File: config.mk
export PLATFORM = sky130hd
export DESIGN_NAME = bcd_to_binary_seq_flat
export DESIGN_NICKNAME = d
export VERILOG_FILES = /design/src/rtl/bcd_to_binary_seq_pkg.sv /design/src/rtl/bcd_to_binary_seq_if.sv /design/src/rtl/bcd_to_binary_seq_digit_adjust.sv /design/src/rtl/bcd_to_binary_seq.sv /design/src/flat_wrapper.sv
export SDC_FILE = /design/constraint.sdc
export NUM_CORES = 1
export LEC_CHECK = 0
export ABC_AREA = 0
export ABC_CLOCK_PERIOD_IN_PS = 1930
export CAP_MARGIN = 5
export CORE_MARGIN = 8
export CORE_UTILIZATION = 30
export DETAILED_ROUTE_END_ITERATION = 16
export PLACE_DENSITY = 0.55
export SLEW_MARGIN = 25
export SYNTH_ARGS = -nofsm -noshare
export SYNTH_HDL_FRONTEND = slang
export SYNTH_SLANG_ARGS = --single-unit
File: constraint.sdc
create_clock -name clk -period 1.93 [get_ports clk]
set_clock_uncertainty 0.15 [all_clocks]
set_input_delay 0.386 -clock clk [delete_from_list [all_inputs] [get_ports clk]]
set_output_delay 0.386 -clock clk [all_outputs]
set_load 0.005 [all_outputs]
File: src/rtl/bcd_to_binary_seq_pkg.sv
// Shared types and sizing helpers for the sequential BCD-to-binary converter.
package bcd_pkg;

    typedef enum logic [1:0] {
        IDLE  = 2'd0,
        SHIFT = 2'd1,
        DONE  = 2'd2
    } state_t;

    localparam int DEF_DIGITS = 3;
    localparam int DEF_BIN_W  = 10;

    // Smallest width w with 2^w > 10^digits - 1.
    function automatic int min_bin_w(input int digits);
        longint lim;
        int     w;
        lim = 64'sd1;
        for (int i = 0; i < digits; i++) begin
            lim = lim * 64'sd10;
        end
        w = 0;
        while ((64'sd1 <<< w) < lim) begin
            w++;
        end
        return w;
    endfunction

endpackage

File: src/rtl/bcd_to_binary_seq_if.sv
// Handshake and data bundle between a requester and bcd_to_binary_seq.
interface bcd_to_binary_seq_if #(
    parameter int DIGITS = 3,
    parameter int BIN_W  = 10
);
    logic                  start;
    logic [4*DIGITS-1:0]   bcd_in;
    logic                  busy;
    logic                  done;
    logic [BIN_W-1:0]      binary_out;
    logic                  invalid;

    modport master (output start, bcd_in, input busy, done, binary_out, invalid);
    modport slave  (input start, bcd_in, output busy, done, binary_out, invalid);
endinterface

File: src/rtl/bcd_to_binary_seq_digit_adjust.sv
// One BCD nibble correction step of reverse double-dabble: nibbles >= 8 lose 3.
module bcd_digit_adjust (
    input  logic [3:0] nib_i,
    output logic [3:0] nib_o
);
    assign nib_o = nib_i[3] ? (nib_i - 4'd3) : nib_i;
endmodule

File: src/rtl/bcd_to_binary_seq.sv
// Reverse double-dabble BCD-to-binary converter, one shift/adjust step per clock.
// Optional input digit check enabled by defining BCD2BIN_CHECK_EN.
//
// state | meaning
// IDLE  | waiting for start
// SHIFT | iterating BIN_W shift/adjust steps
// DONE  | one-cycle done pulse, may accept the next value directly
module bcd_to_binary_seq
    import bcd_pkg::*;
#(
    parameter int DIGITS = DEF_DIGITS,
    parameter int BIN_W  = min_bin_w(DIGITS)
) (
    input  logic                 clk,
    input  logic                 rst_n,
    bcd_to_binary_seq_if.slave   bus
);
    localparam int WORK_W = 4*DIGITS + BIN_W;
    localparam int CNT_W  = $clog2(BIN_W + 1);

    state_t              state_q, state_d;
    logic [WORK_W-1:0]   work_q, work_d;
    logic [CNT_W-1:0]    cnt_q, cnt_d;
    logic [BIN_W-1:0]    bin_q, bin_d;
    logic                inv_q, inv_d;
    logic [WORK_W-1:0]   shifted;
    logic [WORK_W-1:0]   adjusted;

    assign shifted = work_q >> 1;
    assign adjusted[BIN_W-1:0] = shifted[BIN_W-1:0];

    for (genvar g = 0; g < DIGITS; g++) begin : g_adj
        bcd_digit_adjust u_adj (
            .nib_i (shifted[BIN_W + 4*g +: 4]),
            .nib_o (adjusted[BIN_W + 4*g +: 4])
        );
    end

`ifdef BCD2BIN_CHECK_EN
    logic bad_digit;
    always_comb begin
        bad_digit = 1'b0;
        for (int i = 0; i < DIGITS; i++) begin
            if (bus.bcd_in[4*i +: 4] > 4'd9) bad_digit = 1'b1;
        end
    end
`endif

    always_comb begin
        state_d = state_q;
        work_d  = work_q;
        cnt_d   = cnt_q;
        bin_d   = bin_q;
        inv_d   = inv_q;
        case (state_q)
            SHIFT: begin
                work_d = adjusted;
                cnt_d  = cnt_q - CNT_W'(1);
                if (cnt_q == CNT_W'(1)) begin
                    state_d = DONE;
                    bin_d   = adjusted[BIN_W-1:0];
                    inv_d   = 1'b0;
                end
            end
            default: begin
                // IDLE and DONE both accept; DONE->SHIFT gives back-to-back throughput.
                if (bus.start) begin
                    state_d = SHIFT;
                    work_d  = {bus.bcd_in, {BIN_W{1'b0}}};
                    cnt_d   = CNT_W'(BIN_W);
`ifdef BCD2BIN_CHECK_EN
                    if (bad_digit) begin
                        state_d = DONE;
                        work_d  = '0;
                        cnt_d   = '0;
                        bin_d   = '0;
                        inv_d   = 1'b1;
                    end
`endif
                end else begin
                    state_d = IDLE;
                end
            end
        endcase
    end

    always_ff @(posedge clk or negedge rst_n) begin
        if (!rst_n) begin
            state_q <= IDLE;
            work_q  <= '0;
            cnt_q   <= '0;
            bin_q   <= '0;
            inv_q   <= 1'b0;
        end else begin
            state_q <= state_d;
            work_q  <= work_d;
            cnt_q   <= cnt_d;
            bin_q   <= bin_d;
            inv_q   <= inv_d;
        end
    end

    assign bus.busy       = (state_q == SHIFT);
    assign bus.done       = (state_q == DONE);
    assign bus.binary_out = bin_q;
    assign bus.invalid    = inv_q;

endmodule

File: src/flat_wrapper.sv
// flat-port wrapper written by rule: the top's interface ports become plain ports
module bcd_to_binary_seq_flat import bcd_pkg::*;
#(
    parameter int DIGITS = DEF_DIGITS,
    parameter int BIN_W  = min_bin_w(DIGITS)
)
  (clk, rst_n, bus_start, bus_bcd_in, bus_busy, bus_done, bus_binary_out, bus_invalid);
  bcd_to_binary_seq_if #(.DIGITS(DIGITS), .BIN_W(BIN_W)) bus_i ();
  input  logic clk;
  input  logic rst_n;
  input wire logic [$bits(bus_i.start)-1:0] bus_start;
  input wire logic [$bits(bus_i.bcd_in)-1:0] bus_bcd_in;
  output wire logic [$bits(bus_i.busy)-1:0] bus_busy;
  output wire logic [$bits(bus_i.done)-1:0] bus_done;
  output wire logic [$bits(bus_i.binary_out)-1:0] bus_binary_out;
  output wire logic [$bits(bus_i.invalid)-1:0] bus_invalid;
  assign bus_i.start = bus_start;
  assign bus_i.bcd_in = bus_bcd_in;
  assign bus_busy = bus_i.busy;
  assign bus_done = bus_i.done;
  assign bus_binary_out = bus_i.binary_out;
  assign bus_invalid = bus_i.invalid;
  bcd_to_binary_seq #(.DIGITS(DIGITS), .BIN_W(BIN_W)) u_core (.clk(clk), .rst_n(rst_n), .bus(bus_i));
endmodule
After elaboration in Yosys (flattened, before gate mapping). Index checks and enable logic that the tools add are counted.

Bits in registers: 38. Latch bits: 0. Memory bits (writable): 0. ROM bits: 0. Input bits: 15. Output and inout port bits: 13. Word-level logic and storage cells: 22. Memories: 0.

Add/subtract/negate cells: 3. Multiply operators: 0. Div/mod/pow operators: 0. $lt $le $gt $ge: 0. Eq/ne operators: 4. Shifts and indexed selects: 0. Muxes and demuxes: 9. Bitwise operators: 0. Reduce and logical (&&, ||, !) cells: 2.

Operators with widths (number): $mux W22 (2); $mux W4 (4); $sub A4 B2 Y4 const B (2); $eq A4 B1 Y1 const B (1); $mux W2 (2); $sub A4 B1 Y4 const B (1); $eq A2 B1 Y1 const B (1); $eq A2 B2 Y1 const B (1); $ne A2 B1 Y1 const B (1); $reduce_and A2 Y1 (1); $reduce_bool A2 Y1 (1); $mux W1 (1).

Longest topological paths before layout. Gate-level depths: netlist of run 1.

Depth in word-level cells: 3. Gate-level depth with buffers: 6. Mapped depth without buffers: 4.

Cells and area by module. Synthesis of run 1 repeated with hierarchy kept, for this count alone.

Cell total of the unflattened synthesis: 165. Area, all modules: 1840.5 µm².

By module, submodules not included: bcd_to_binary_seq (times used 1, cells each 144, area an instance 1652.8 µm², sequential area each 925.9 µm²); bcd_digit_adjust (times used 3, cells each 7, area an instance 62.6 µm², sequential area each 0.0 µm²).

Least setup slack after synthesis of run 1. Ideal clock, no wire load.

Path kind: reg2reg. Start point: register u_core.cnt_q[0]. End point: register u_core.bin_q[0], in the netlist u_core.bus.binary_out[0]. Library setup time: 125 ps. Arrival time: 1143 ps. Data required time: 1655 ps. Path slack: 512 ps. Stages on the path, launching flop included: 5. Buffers on the path: 1. Cell sequence: dfrtp_1 ha_1 nand3_4 buf_6 mux2_4.

Word-level cells in the longest chain between the ends: 2.

RTL lines: start, declared (RTL line bcd_to_binary_seq.sv:23) `logic [CNT_W-1:0] cnt_q, cnt_d;`; start signal, assigned (RTL line bcd_to_binary_seq.sv:97) `cnt_q <= cnt_d;`; $eq A4 B1 Y1 (RTL line bcd_to_binary_seq.sv:59) `if (cnt_q == CNT_W'(1)) begin`; $reduce_and A2 Y1 (no source line); end signal, assigned (RTL line bcd_to_binary_seq.sv:98) `bin_q <= bin_d;`; end, declared (RTL line bcd_to_binary_seq.sv:24) `logic [BIN_W-1:0] bin_q, bin_d;`.

Every way passes these cells. A chain may end at the register's enable or synchronous reset.

Worst setup path in the final report of run 1.
Start point: register u_core.state_q[0]. End point: output port bus_busy.

Word-level cells in the longest chain between the ends: 1.

RTL lines: start, declared (RTL line bcd_to_binary_seq.sv:21) `state_t state_q, state_d;`; start signal, assigned (RTL line bcd_to_binary_seq.sv:95) `state_q <= state_d;`; $eq A2 B1 Y1 (RTL line bcd_to_binary_seq.sv:103) `assign bus.busy = (state_q == SHIFT);`; end, declared (RTL line flat_wrapper.sv:13) `output wire logic [$bits(bus_i.busy)-1:0] bus_busy;`.

Every way passes these cells.

==> results.cfg, run 1 <==
[run_status]
status = completed

[layout]
stdcell_area_um2 = 2200
area_growth_pct = 25.5
multi_input_area_um2 = 741
antennaDiodeCount = 0
nets = 205
fillers = 575
regArea_um2 = 926
drive_above_1_share = 0.167

[floorplan]
die_w_um = 92.4
fp.dieH_um = 92.4
fp.coreArea_um2 = 5780
start_util = 0.303
rows = 28
io_pins = 28
die-area_um2 = 8550

[setup_path]
worstPathRequired_ns = 1.39
path_max_fanout = 4
arrival_ns = 1.19
worstSetupStartpointType = register
critPathKind = register to output pin
end_kind = output pin

[timing]
slew_viol_final = 0
hold_viol = 0
tns_ns = 0
rsz0062_at_grt = false
period_share = 0.895
finalSetupViolations = 0
fmax_mhz = 579
min_period_ns = 1.73

[route]
via_per_inst = 4.40
drtIter0Drc = 22
vias = 1148
wl_mm = 3.31
first_pass_iters = 4
drc = 0
antenna_left = 0
post_drt_wl_per_cell_um = 12.7

[synth]
netlist.area_leader.share = 0.528
synth_seq_cells = 37
ys_warn_count = 0
ys_top_cells_by_area = dfrtp_1, mux2_4, mux2i_1
async_flop_share = 1.00
ys_seq_area_frac = 0.528
syn_area_um2 = 1750
synth_most_common_cell = dfrtp_1
synth_cell_type_count = 29
synth_flop_cell = dfrtp_1
syn_area_per_cell_um2 = 11.3
syn_inst = 155
netlist.top_cell.by_area = dfrtp_1
syn-num-nets = 174
ys_top_cells_by_count = dfrtp_1, nand2_1, o21ai_0, mux2i_1, mux2_4
synth_edf_count = 0

[power_and_ir_drop]
cellPowerDensity_nw_per_um2 = 1430
peakVddDrop_uv = 490
p_leak_nw = 1.04

[grt]
track_usage = 0.0866
antenna_found_initial = 0
grt_max_degree = 38
grt-ovfl-total = 0
grt_pass1_wl_mm = 5.83
grt_pass1_vias = 1181

[place]
placed_area_um2 = 2090
portBuffers = 26
gp_congestion = 0.699
dp_hpwl_mm = 2.33

[cts]
cts_made_buffers = 5
cts_root_buf = clkbuf_8
cts_tree = done
cts_sinks = 37
h-tree-depth = 2
clk_path_buf_depth = 2
clk_pin_slew_ns = 0.07
clk_latency_ns = 0.29

[run]
cap_viol_max_count = 0

[worst_hold_path]
hp-class = register to register
## registers in the layout (all words and copies together) (netlist names)
name and count:
u_core.work_q 21, u_core.cnt_q 4, u_core.bus.binary_out 10, u_core.state_q 2
## final timing paths
| check | cells past startpoint | from | slack (ns) | endpoint |
|---|---|---|---|---|
| max | 4 | u_core.state_q[0]$_DFFE_PN0P_ | 0.20 | bus_busy |
| min | 2 | u_core.work_q[21]$_DFFE_PN0P_ | 0.34 | u_core.work_q[20]$_DFFE_PN0P_ |
| max reg2reg | 6 | u_core.state_q[0]$_DFFE_PN0P_ | 0.39 | u_core.work_q[13]$_DFFE_PN0P_ |
| min reg2reg | 2 | u_core.work_q[21]$_DFFE_PN0P_ | 0.34 | u_core.work_q[20]$_DFFE_PN0P_ |
| max in group asynchronous | 3 | rst_n | 1.00 | u_core.work_q[9]$_DFFE_PN0P_ |
| min in group asynchronous | 3 | rst_n | 0.44 | u_core.bus.binary_out[1]$_DFFE_PN0P_ |
## report_power, final
part	internal, W	leakage, nW	switching, W
clock network	0.000283	0.0443	0.000251
registers	0.00111	0.469	0.000251
logic	0.000714	0.522	0.000545
## routing by layer
layer,global-route usage,share of wire,routed length [um],vias up
li1,-,-,-,581
met1,0.107,0.48,1600,534
met2,0.125,0.43,1430,25
met3,0.0372,0.066,218,8
met4,0.0443,0.021,68,0
met5,0,0,0,-
## kinds of logic (layout without fill, tap and decap cells)
group / after synthesis / count (layout) / share of synthesized area
flops: 37 / 37 / 0.528
compound gates: 30 / 30 / 0.0999
simple gates: 41 / 41 / 0.116
buf+inv: 15 / 46 / 0.0492
other cells: 1 / 1 / 0.00214
mux: 22 / 22 / 0.151
fa+ha+maj: 4 / 4 / 0.0286
xor+xnor: 5 / 5 / 0.0250
## cell usage in the layout, fill, tap and decap left out, types with 2 or more instances in the layout
| master | n |
|---|---|
| nor2b_1 | 6 |
| a211oi_1 | 4 |
| o21ai_0 | 19 |
| clkbuf_8 | 6 |
| mux2_2 | 3 |
| nand2_1 | 26 |
| o221a_2 | 2 |
| clkdlybuf4s50_1 | 23 |
| buf_4 | 6 |
| or3_1 | 2 |
| dfrtp_1 | 37 |
| inv_1 | 3 |
| xnor2_1 | 3 |
| mux2i_1 | 11 |
| nor2_1 | 2 |
| xor2_1 | 2 |
| mux2_4 | 8 |
| a21oi_1 | 4 |
| ha_1 | 4 |
## final cells by class
| type | instances | share of cell area |
|---|---|---|
| timing repair buffer | 34 | 0.151 |
| sequential | 37 | 0.421 |
| clock buffer | 7 | 0.0392 |
| multi-input combinational | 103 | 0.337 |
| tap | 75 | 0.0427 |
| inverter | 5 | 0.00967 |
## timing repair
item                                    4_1_cts  5_1_grt
hold buffers                                  1        0
buffers inserted                              1        0
resized for setup                             1        1
endpoints found under the setup margin        2        1
endpoints found under the hold margin        37        0
## metrics by stage
stage | power [W] | hold WS (ns) | worst slack (ns) | instances | util
3_5_place_dp | 0.00266 | 0.223 | 0.0658 | 252 | 0.362
5_1_grt | 0.00343 | 0.373 | 0.129 | 261 | 0.381
3_3_place_gp | 0.00264 | 0.219 | 0.0776 | 252 | 0.362
2_1_floorplan | 0.00222 | -0.0596 | 0.512 | 155 | -
6_report | 0.00315 | 0.339 | 0.204 | 261 | 0.381
4_1_cts | 0.00322 | 0.343 | 0.0258 | 261 | 0.380
## critical path: stages, from the launching register on
cell	delay, ns
dfrtp_1	0.38
buf_4	0.14
nand2b_4	0.07
inv_4	0.05
dlygate4sd2_1	0.26
Power figures use the tool's default switching activity.
==> inputs of run 2 (changes only) <==
--- a/config.mk
+++ b/config.mk
@@ -8,10 +8,9 @@
 export ABC_AREA = 0
 export ABC_CLOCK_PERIOD_IN_PS = 1930
 export CAP_MARGIN = 5
-export CORE_MARGIN = 8
-export CORE_UTILIZATION = 30
+export CORE_UTILIZATION = 52
 export DETAILED_ROUTE_END_ITERATION = 16
-export PLACE_DENSITY = 0.55
+export PLACE_DENSITY = 0.83
 export SLEW_MARGIN = 25
 export SYNTH_ARGS = -nofsm -noshare
 export SYNTH_HDL_FRONTEND = slang
==> run 2 against run 1 <==
Net effect:
- highest routed layer unchanged
- global-route usage grew 11 points
- cell area decreased by 3.1%
- largest power group unchanged
- sequential share of layout area up 1.4 points
- setup slack got worse by 0.028 ns
- final cell count fell by 12%
- combinational power is essentially flat
- clock power is 4.7% higher
- hold slack worse by 0.040 ns
- register-to-register slack got worse by 0.11 ns
==> results.cfg, run 2 (same netlist as run 1, synthesis figures left out) <==
[run_status]
status = completed

[place]
portBuffers = 26
placed_area_um2 = 2050
dp_hpwl_mm = 2.17
gp_congestion = 0.751

[setup_path]
critPathBufInv = 1
cp_slowest_cell = clkdlybuf4s50_1
crit_family = buffers and inverters
end_kind = output pin
arrival_ns = 1.22
cp_cell_sequence = clkdlybuf4s50_1
worstPathRequired_ns = 1.39
path_max_fanout = 2
max_stage_delay_ns = 0.51
critPathKind = register to output pin
worstSetupStartpointType = register

[route]
via_per_inst = 5.22
first_pass_iters = 4
vias = 1195
drc = 0
antenna_left = 0
drtIter0Drc = 44
post_drt_wl_per_cell_um = 13.5
wl_mm = 3.08

[power_and_ir_drop]
p_leak_nw = 1.01
cellPowerDensity_nw_per_um2 = 1500
peakVddDrop_uv = 857
power_w = 0.00319

[timing]
fmax_mhz = 570
tns_ns = 0
slew_viol_final = 0
period_share = 0.909
hold_ws_ns = 0.299
hold_viol = 0
rsz0062_at_grt = false
min_period_ns = 1.75
finalSetupViolations = 0

[cts]
clk_latency_ns = 0.34
cts_root_buf = clkbuf_4
h-tree-depth = 2
clk_path_buf_depth = 2
cts_tree = done
cts_sinks = 37
clk_pin_slew_ns = 0.11
cts_setup_buffers = 0
cts_made_buffers = 5

[floorplan]
fp.dieH_um = 60.1
die-area_um2 = 3610
die_w_um = 60.1
start_util = 0.560
fp.coreArea_um2 = 3130
io_pins = 28
rows = 20

[grt]
grt_max_degree = 38
grt_pass1_wl_mm = 5.13
grt_pass1_vias = 1181
track_usage = 0.199
grt-ovfl-total = 0
antenna_found_initial = 0

[layout]
nets = 203
area_growth_pct = 21.6
drive_above_1_share = 0.162
finish.utilization = 0.681
final_cell_mix = dfrtp_1, nand2_1, clkdlybuf4s50_1
top_register = u_core.work_q
antennaDiodeCount = 0
largest_reg_flops = 21
stdcell_area_um2 = 2130
final_common_cell = dfrtp_1

[run]
cap_viol_max_count = 0

[worst_hold_path]
hp-class = primary input to asynchronous set/reset pin
run 2: layout make-up:
type / instances / area (um^2)
Multi-Input combinational cell: 103 / 741
Clock buffer: 7 / 55.1
Timing Repair Buffer: 32 / 303
Tap cell: 44 / 55.1
Inverter: 5 / 21.3
Clock inverter: 1 / 30.0
Sequential cell: 37 / 926
Fill cell: 242 / 997
run 2: path summary, 6_finish.rpt:
check,start,end,slack (ns),cells past startpoint
max,u_core.bus.binary_out[8]$_DFFE_PN0P_,bus_binary_out[8],0.18,1
min,rst_n,u_core.bus.binary_out[3]$_DFFE_PN0P_,0.30,2
max reg2reg,u_core.state_q[1]$_DFFE_PN0P_,u_core.bus.binary_out[8]$_DFFE_PN0P_,0.28,5
min reg2reg,u_core.work_q[20]$_DFFE_PN0P_,u_core.work_q[19]$_DFFE_PN0P_,0.36,2
max in group asynchronous,rst_n,u_core.cnt_q[1]$_DFFE_PN0P_,1.00,2
min in group clk,u_core.work_q[20]$_DFFE_PN0P_,u_core.work_q[19]$_DFFE_PN0P_,0.36,2
run 2: what timing repair did:
item,4_1_cts,5_1_grt
endpoints found under the setup margin,2,0
hold buffers,0,0
resized for setup,2,0
run 2: per-layer routing:
metal  GRT usage  part of all wire  vias to the layer above  routed length, um
li1            -                 -                      578                  -
met1       0.247              0.47                      581               1440
met2       0.325              0.48                       30               1480
met3      0.0390             0.041                        6                126
met4       0.106             0.013                        0                 40
met5           0                 0                        -                  0
run 2: through the flow:
| step | instances | setup slack [ns] |
|---|---|---|
| 4_1_cts | 229 | 0.154 |
| 2_1_floorplan | 155 | 0.512 |
| 5_1_grt | 229 | 0.118 |
| 6_report | 229 | 0.175 |
| 3_5_place_dp | 221 | 0.177 |
| 3_3_place_gp | 221 | 0.244 |
run 2: power breakdown:
group          switching, W  internal [W]  total, W
sequential         0.000262       0.00110   0.00137
combinational      0.000560      0.000706   0.00127
clock              0.000250      0.000309  0.000559
